[config.mk]
export PLATFORM = sky130hd
export DESIGN_NAME = iob_rtc_gen
export DESIGN_NICKNAME = d
export VERILOG_FILES = /design/src/rtl/iob_rtc_gen_pkg.sv /design/src/rtl/iob_rtc_nco.sv /design/src/rtl/iob_rtc_gen.sv
export SDC_FILE = /design/constraint.sdc
export NUM_CORES = 1
export LEC_CHECK = 0
export CAP_MARGIN = 0
export CORE_MARGIN = 10
export CORE_UTILIZATION = 49
export DETAILED_ROUTE_END_ITERATION = 8
export PLACE_DENSITY_LB_ADDON = 0.05
export REMOVE_ABC_BUFFERS = 1
export SLEW_MARGIN = 15
export SYNTH_ARGS = -nofsm -noshare
export SYNTH_HDL_FRONTEND = slang
export SYNTH_SLANG_ARGS = --single-unit
[constraint.sdc]
create_clock -name clk -period 10.98 [get_ports clk]
set_input_delay 1.647 -clock clk [delete_from_list [all_inputs] [get_ports clk]]
set_output_delay 1.647 -clock clk [all_outputs]
set_load 0.01 [all_outputs]
[src/rtl/iob_rtc_gen_pkg.sv]
// Shared definitions for the real-time clock generator:
// register map and control/status bit positions.
package iob_rtc_gen_pkg;

   typedef enum logic [1:0] {
      REG_CTRL   = 2'd0,
      REG_INC    = 2'd1,
      REG_TICKS  = 2'd2,
      REG_STATUS = 2'd3
   } reg_sel_e;

   localparam logic [3:0] OFF_CTRL   = 4'h0;
   localparam logic [3:0] OFF_INC    = 4'h4;
   localparam logic [3:0] OFF_TICKS  = 4'h8;
   localparam logic [3:0] OFF_STATUS = 4'hC;

   localparam int CTRL_EN     = 0;
   localparam int CTRL_CLR    = 1;
   localparam int STATUS_PEND = 0;
   localparam int TICKS_W     = 32;

endpackage

[src/rtl/iob_rtc_nco.sv]
// Phase accumulator producing rt_clk/rt_tick, with a shadowed increment
// that only swaps in on a falling edge, a clear, or while disabled.
module iob_rtc_nco
   import iob_rtc_gen_pkg::*;
#(
   parameter int ACC_W   = 32,
   parameter int INC_RST = 1407375
) (
   input  logic             clk,
   input  logic             rst,
   input  logic             en,
   input  logic             clr,
   input  logic             inc_wr,
   input  logic [ACC_W-1:0] inc_val,
   output logic             rt_clk,
   output logic             rt_tick,
   output logic             tick_nxt,
   output logic [ACC_W-1:0] inc_pend,
   output logic             pending
);

   localparam logic [ACC_W-1:0] INC_MAX = {1'b1, {(ACC_W-1){1'b0}}};
   localparam logic [ACC_W-1:0] INC_RST_V = ACC_W'(INC_RST);

   logic [ACC_W-1:0] acc;
   logic [ACC_W-1:0] inc_act;
   logic [ACC_W:0]   sum;
   logic             carry;
   logic             upd;
   logic [ACC_W-1:0] inc_sat;

   always_comb begin
      sum      = {1'b0, acc} + {1'b0, inc_act};
      carry    = en & sum[ACC_W];
      // carry coincides with the rt_clk falling edge, so the high phase stays whole
      upd      = clr | ~en | carry;
      tick_nxt = en & ~clr & ~rt_clk & sum[ACC_W-1];
      inc_sat  = (inc_val > INC_MAX) ? INC_MAX : inc_val;
   end

   always_ff @(posedge clk or posedge rst) begin
      if (rst) begin
         acc      <= '0;
         rt_clk   <= 1'b0;
         rt_tick  <= 1'b0;
         inc_act  <= INC_RST_V;
         inc_pend <= INC_RST_V;
         pending  <= 1'b0;
      end else begin
         rt_tick <= tick_nxt;
         if (clr) begin
            acc    <= '0;
            rt_clk <= 1'b0;
         end else if (en) begin
            acc    <= sum[ACC_W-1:0];
            rt_clk <= sum[ACC_W-1];
         end
         if (upd) inc_act <= inc_pend;
         if (inc_wr) begin
            inc_pend <= inc_sat;
            pending  <= 1'b1;
         end else if (upd) begin
            pending <= 1'b0;
         end
      end
   end

endmodule

[src/rtl/iob_rtc_gen.sv]
// CLINT real-time clock generator: IOb native bus CSRs, tick counter
// and the NCO that produces rt_clk from the system clock.
module iob_rtc_gen
   import iob_rtc_gen_pkg::*;
#(
   parameter int ADDR_W  = 4,
   parameter int DATA_W  = 32,
   parameter int ACC_W   = 32,
   parameter int INC_RST = 1407375,
   parameter int EN_RST  = 1
) (
   input  logic                clk,
   input  logic                rst,
   input  logic                valid,
   input  logic [ADDR_W-1:0]   address,
   input  logic [DATA_W-1:0]   wdata,
   input  logic [DATA_W/8-1:0] wstrb,
   output logic [DATA_W-1:0]   rdata,
   output logic                ready,
   output logic                rt_clk,
   output logic                rt_tick
);

   reg_sel_e           sel;
   logic               wr;
   logic               ctrl_wr;
   logic               clr;
   logic               inc_wr;
   logic               en_q;
   logic [TICKS_W-1:0] ticks;
   logic               tick_nxt;
   logic [ACC_W-1:0]   inc_pend;
   logic               pending;
   logic [DATA_W-1:0]  pend_ext;
   logic [DATA_W-1:0]  inc_mrg;
   logic [ACC_W-1:0]   inc_val;
   logic [DATA_W-1:0]  rd_mux;
   logic               addr_unused;

   assign addr_unused = ^address[1:0];

   always_comb begin
      sel     = reg_sel_e'(address[3:2]);
      wr      = valid & (|wstrb);
      ctrl_wr = wr & (sel == REG_CTRL) & wstrb[0];
      clr     = ctrl_wr & wdata[CTRL_CLR];
      inc_wr  = wr & (sel == REG_INC);
   end

   // byte-merge the write into the pending value before saturation
   always_comb begin
      pend_ext = '0;
      pend_ext[ACC_W-1:0] = inc_pend;
      inc_mrg = pend_ext;
      for (int i = 0; i < DATA_W/8; i++) begin
         if (wstrb[i]) inc_mrg[8*i +: 8] = wdata[8*i +: 8];
      end
      inc_val = inc_mrg[ACC_W-1:0];
   end

   always_comb begin
      rd_mux = '0;
      unique case (sel)
         REG_CTRL:   rd_mux[CTRL_EN] = en_q;
         REG_INC:    rd_mux[ACC_W-1:0] = inc_pend;
         REG_TICKS:  rd_mux[TICKS_W-1:0] = ticks;
         REG_STATUS: rd_mux[STATUS_PEND] = pending;
         default:    rd_mux = '0;
      endcase
   end

   iob_rtc_nco #(
      .ACC_W   (ACC_W),
      .INC_RST (INC_RST)
   ) u_nco (
      .clk      (clk),
      .rst      (rst),
      .en       (en_q),
      .clr      (clr),
      .inc_wr   (inc_wr),
      .inc_val  (inc_val),
      .rt_clk   (rt_clk),
      .rt_tick  (rt_tick),
      .tick_nxt (tick_nxt),
      .inc_pend (inc_pend),
      .pending  (pending)
   );

   always_ff @(posedge clk or posedge rst) begin
      if (rst) begin
         en_q  <= (EN_RST != 0);
         ticks <= '0;
         ready <= 1'b0;
         rdata <= '0;
      end else begin
         ready <= valid;
         rdata <= valid ? rd_mux : '0;
         if (ctrl_wr) en_q <= wdata[CTRL_EN];
         if (clr) ticks <= '0;
         else if (tick_nxt) ticks <= ticks + 1'b1;
      end
   end

endmodule

==> results.toml, run 1 <==
[status]
run_status = "finished clean"

[synthesis]
synthDominantCellAreaShare = 0.386
synth_area_per_cell_um2 = 10.3
synth_top_cell_by_area = "dfrtp_1"
synth.top_cells.by_area = "dfrtp_1 (39%), dfstp_2 (8.0%), ha_1 (5.4%)"
synth_cell_type_count = 71
synthFlopType = "dfrtp_1"
ys_ff_latch = 164
synth_async_sr_flop_share = 1.00
synth_edf_count = 0
syn-cell-area_um2 = 8880
synthCells = 859
ys_warn_count = 0
ys_seq_area_frac = 0.466

[critical_path]
crit_type = "primary input to flip-flop"
cp-start-kind = "primary input"
cpMaxStageDelayCell = "clkdlybuf4s50_1"
cp_data_arrival_time_ps = 4970
critPathRequiredTime_ps = 11330
cpPeakStageDelay_ps = 690
crit_family = "compound AO/OA/AOI/OAI gates"
crit_path_max_fanout = 9
path_buf_inv = 2
endpoint_kind = "flip-flop"
crit_chain = "clkdlybuf4s50_1, or4b_2, o22a_1, nor4_1, nand3_1, a21boi_0, inv_1, o21ai_1, a22o_1"

[timing]
finalMaxSlewViolations = 0
setup_violations = 0
worst_slack_ps = 6360
fin_tns_setup_ps = 0
min_period_ps = 4620
hold_viol = 0
fin_crit_sh = 0.421
skew_ps = 12.4
tightestPinTransition_ps = 1030
fmax_mhz = 217
relSlewSlack = 0.310
rsz0062_at_grt = "false"

[clocking]
cts_tree = "built"
path_clk_slew_ps = 60
ctsHoldBuffers = 0
clock-sinks = 164
cts-resized-gates = 0
h-tree-depth = 4
cts_root_buf = "clkbuf_16"
max-clock-path-buffers = 2
postCtsSetupRepairBufs = 0
cts_buffers = 17
insertion_delay_ps = 430

[global_routing]
grt_most_used_layer = "met2"
grt_max_degree = 98
met2_usage = 0.324
grtUsageMet3 = 0.0399
gr-usage-met1 = 0.257
grt_usage = 0.196
grt_overflow = 0
grt_pass1_vias = 7054
antenna_found_initial = 0
grt_pass1_wl_um = 38200

[floorplanning]
fp.dieW_um = 155
die-area_um2 = 23900
coreArea_um2 = 17900
die_h_um = 155
initial_core_util = 0.496
num_io_pins = 78
fp-row-count = 49

[routing]
viasPerCell = 6.05
route.detailed.drc = 0
ant_nets = 0
num_vias = 7028
wl_per_cell_um = 20.0
drt_iter0_markers = 400
firstDrtPassIters = 5
routed_wl_um = 23300

[placed_design]
place_worst_setup_slack_ps = 5940
gp_congestion = 0.937
place_inst = 1129
dp_hpwl_um = 16600
io_buffer_count = 75

[power]
p_leak_nw = 4.64
power_density_nw_per_um2 = 236
irDropWorstVdd_v = 0.000120

[hold_path]
min_path_type = "flip-flop to flip-flop"

[cells_and_area]
final_cell_mix = "dfrtp_1 (137), nor2_1 (85), clkdlybuf4s50_1 (75), nand2_1 (52), a21oi_1 (40)"
diodes = 0
utilization = 0.581
final_common_cell = "dfrtp_1"
layout-drive-gt1-share = 0.116
synthToLayoutAreaGrowth_pct = 17.1
nets = 1001
layout.cells.non_filler = 1161

[flow_run]
drv_cap = 0
cells by family after synthesis:
group           Yosys count  share of synthesized area
compound gates          225                      0.179
xor+xnor                 34                     0.0335
fa+ha+maj                39                     0.0558
buf+inv                  60                     0.0290
flops                   164                      0.466
mux                      64                     0.0856
simple gates            273                      0.151
layout make-up:
class                   count  area (µm²)
clock buffers              18         439
repair buffers             83         811
fillers                  1519        7500
flip-flops and latches    164        4140
well taps                 229         287
clock inverters            14         160
multi-input cells         635        4490
inverters                  18        72.6
cell usage after synthesis (10+ instances only):
cell,count
nand2_1,52
a21oi_1,40
dfrtp_1,137
a22oi_1,32
ha_1,38
nor2_1,86
o211ai_1,14
mux2i_1,29
nand4_1,11
dfstp_2,27
and3_1,15
nand3_1,26
inv_1,18
clkbuf_1,31
nor4_1,17
a21o_1,12
and2_1,10
mux2_4,20
a22o_1,31
nor3_1,19
xor2_1,20
xnor2_1,14
o21ai_0,34
per-stage QoR:
stage               hold WS [ps]  area, µm²  power [mW]
finish                       520      10400        2.45
global route                 537      10400        2.62
CTS                          520      10400        2.45
detailed placement           497       9800        1.84
global placement             490       9800        1.80
floorplan                    450       8690        1.58
report_power, final:
group | switching [mW] | internal (mW)
combinational | 0.551 | 0.409
clock | 0.275 | 0.331
sequential | 0.125 | 0.760
total | 0.951 | 1.50
worst min-delay path, cell delays in order (launching register included):
cell and delay (ps):
dfrtp_1 350, nand3_1 70, o21ai_0 70
metal layers:
layer | vias up | routed length [µm]
met2 | 197 | 11500
met5 | - | 0
met4 | 0 | 251
met1 | 3485 | 10500
met3 | 21 | 1000
li1 | 3325 | -
worst paths after layout:
kind	to	slack, ps	from	depth (start not counted)
worst min register to register	u_nco.acc[18]	520	u_nco.acc[18]	2
max in group asynchronous	u_nco.acc[7]	7780	rst	3
min in group asynchronous	rdata[1]	1780	rst	2
worst max register to register	u_nco.inc_act[30]	7070	u_nco.acc[0]	11
worst max-delay path	u_nco.inc_pend[4]	6360	wstrb[3]	9
worst min-delay path	u_nco.acc[18]	520	u_nco.acc[18]	2
flip-flops by register name, summed over array words and instances (netlist names):
register / cells
en_q: 1
rdata: 32
ready: 1
ticks: 32
u_nco.acc: 32
u_nco.inc_act: 32
u_nco.inc_pend: 32
u_nco.pending: 1
u_nco.rt_tick: 1
(Power assumes the default switching activity.)
==> inputs of run 2 (changes only) <==
clock period = 3.9 ns   (was 10.98 ns; I/O delays follow)
==> run 2 against run 1 <==
Effect of this change:
- highest routed layer unchanged
- clock-buffer cell count rose by 1
- utilization rose by 0.32 points
- first-iteration DRC count fell by 2.3%
- worst setup slack got worse by 6100 ps
- critical path type is now flip-flop to flip-flop
- sequential power rose to 2.8 times the previous value
- critical path depth rose by 2
- die area did not move
- register-to-register slack got worse by 6800 ps
- largest cell class unchanged
- global-route usage rose by 0.27 points
==> results.toml, run 2 (same netlist as run 1, synthesis figures left out) <==
[status]
run_status = "finished clean"

[clocking]
h-tree-depth = 4
insertion_delay_ps = 420
cts-resized-gates = 0
path_clk_slew_ps = 70
ctsHoldBuffers = 0
cts_buffers = 17
cts_tree = "built"
max-clock-path-buffers = 2
cts_root_buf = "clkbuf_16"
clock-sinks = 164
postCtsSetupRepairBufs = 0

[floorplanning]
initial_core_util = 0.496
num_io_pins = 78
die_h_um = 155
die-area_um2 = 23900
fp.dieW_um = 155
coreArea_um2 = 17900
fp-row-count = 49

[timing]
tightestPinTransition_ps = 792
rsz0062_at_grt = "false"
hold_viol = 0
finalMaxSlewViolations = 0
fin_crit_sh = 0.932
setup_violations = 0
min_period_ps = 3640
fmax_mhz = 275
holdWs_ps = 513
skew_ps = 10.8
relSlewSlack = 0.472

[cells_and_area]
nets = 1009
final_common_cell = "dfrtp_1"
diodes = 0
final_cell_mix = "dfrtp_1 (137), nor2_1 (85), clkdlybuf4s50_1 (75), nand2_1 (52), a21oi_1 (40)"
layout-drive-gt1-share = 0.120
nFillCells = 1528
utilization = 0.584
synthToLayoutAreaGrowth_pct = 17.8

[routing]
viasPerCell = 6.04
firstDrtPassIters = 5
ant_nets = 0
wl_per_cell_um = 20.3
route.detailed.drc = 0
num_vias = 7065
drt_iter0_markers = 391
routed_wl_um = 23700

[placed_design]
io_buffer_count = 75
gp_congestion = 0.939
dp_hpwl_um = 17200

[critical_path]
cp_data_arrival_time_ps = 3940
critPathRequiredTime_ps = 4200
crit_path_max_fanout = 33
cp-start-kind = "flip-flop"
endpoint_kind = "flip-flop"
crit_type = "flip-flop to flip-flop"

[global_routing]
grt_overflow = 0
grtUsageMet3 = 0.0349
grt_usage = 0.199
gr-usage-met1 = 0.263
grt_most_used_layer = "met2"
grt_pass1_wl_um = 38800
grt_max_degree = 87
antenna_found_initial = 0
grt_pass1_vias = 7182
met2_usage = 0.332

[power]
irDropWorstVdd_v = 0.000339
power_density_nw_per_um2 = 656
p_leak_nw = 4.66

[hold_path]
min_path_type = "flip-flop to flip-flop"

[flow_run]
drv_cap = 0
-- run 2: changes by cell type in the layout (fill, tap and decap cells not counted) --
cell / previous run / this run
buf_12: 0 / 4
buf_4: 8 / 12
inv_8: 5 / 2
clkbuf_1: 0 / 2
clkinvlp_4: 3 / 5
bufinv_16: 1 / 0
clkbuf_8: 1 / 0
clkinv_2: 0 / 1
ha_1: 37 / 38
ha_2: 1 / 0
-- run 2: per-stage QoR --
step | power, mW | cell area, µm² | setup slack [ps] | TNS, ps | instances
2_1_floorplan | 4.44 | 8690 | -1070 | -159620 | 817
3_3_place_gp | 5.16 | 9910 | 344 | 0 | 1137
3_5_place_dp | 5.24 | 9910 | 298 | 0 | 1137
4_1_cts | 6.86 | 10500 | 271 | 0 | 1169
5_1_grt | 7.32 | 10500 | 119 | 0 | 1169
6_report | 6.86 | 10500 | 264 | 0 | 1169
-- run 2: final timing paths --
path,start,cells after the start,endpoint,slack (ps)
hold / removal,u_nco.pending,1,u_nco.pending,510
setup reg to reg,u_nco.acc[0],11,u_nco.inc_act[29],260
hold reg to reg,u_nco.pending,1,u_nco.pending,510
min in group asynchronous,rst,2,rdata[2],690
setup / recovery,u_nco.acc[0],11,u_nco.inc_act[29],260
max in group asynchronous,rst,3,u_nco.inc_act[8],2340
-- run 2: where the power goes --
group	internal, mW	switching, mW
clock	0.835	0.747
sequential	2.14	0.351
combinational	1.20	1.58
-- run 2: critical path, stage by stage, from the launching register on --
cell       delay [ps]
dfrtp_1           380
ha_1              210
fa_1              410
a21oi_1           260
o211ai_1          160
nand3_1           200
a21oi_1           110
o32a_1            450
a31o_1            280
a2111oi_4         400
buf_12            280
mux2_2            360
-- run 2: area by class of cell --
type,count,area [µm²],area share
Clock inverter,13,116,0.0111
Sequential cell,164,4140,0.396
Clock buffer,19,433,0.0414
Inverter,18,72.6,0.00694
Multi-Input combinational cell,635,4490,0.429
Tap cell,229,287,0.0274
Timing Repair Buffer,91,921,0.0881
-- run 2: metal layers --
layer / wire length, µm / vias up
met3: 1060 / 15
met1: 10800 / 3528
met2: 11600 / 184
met5: 0 / -
met4: 258 / 0
li1: - / 3338
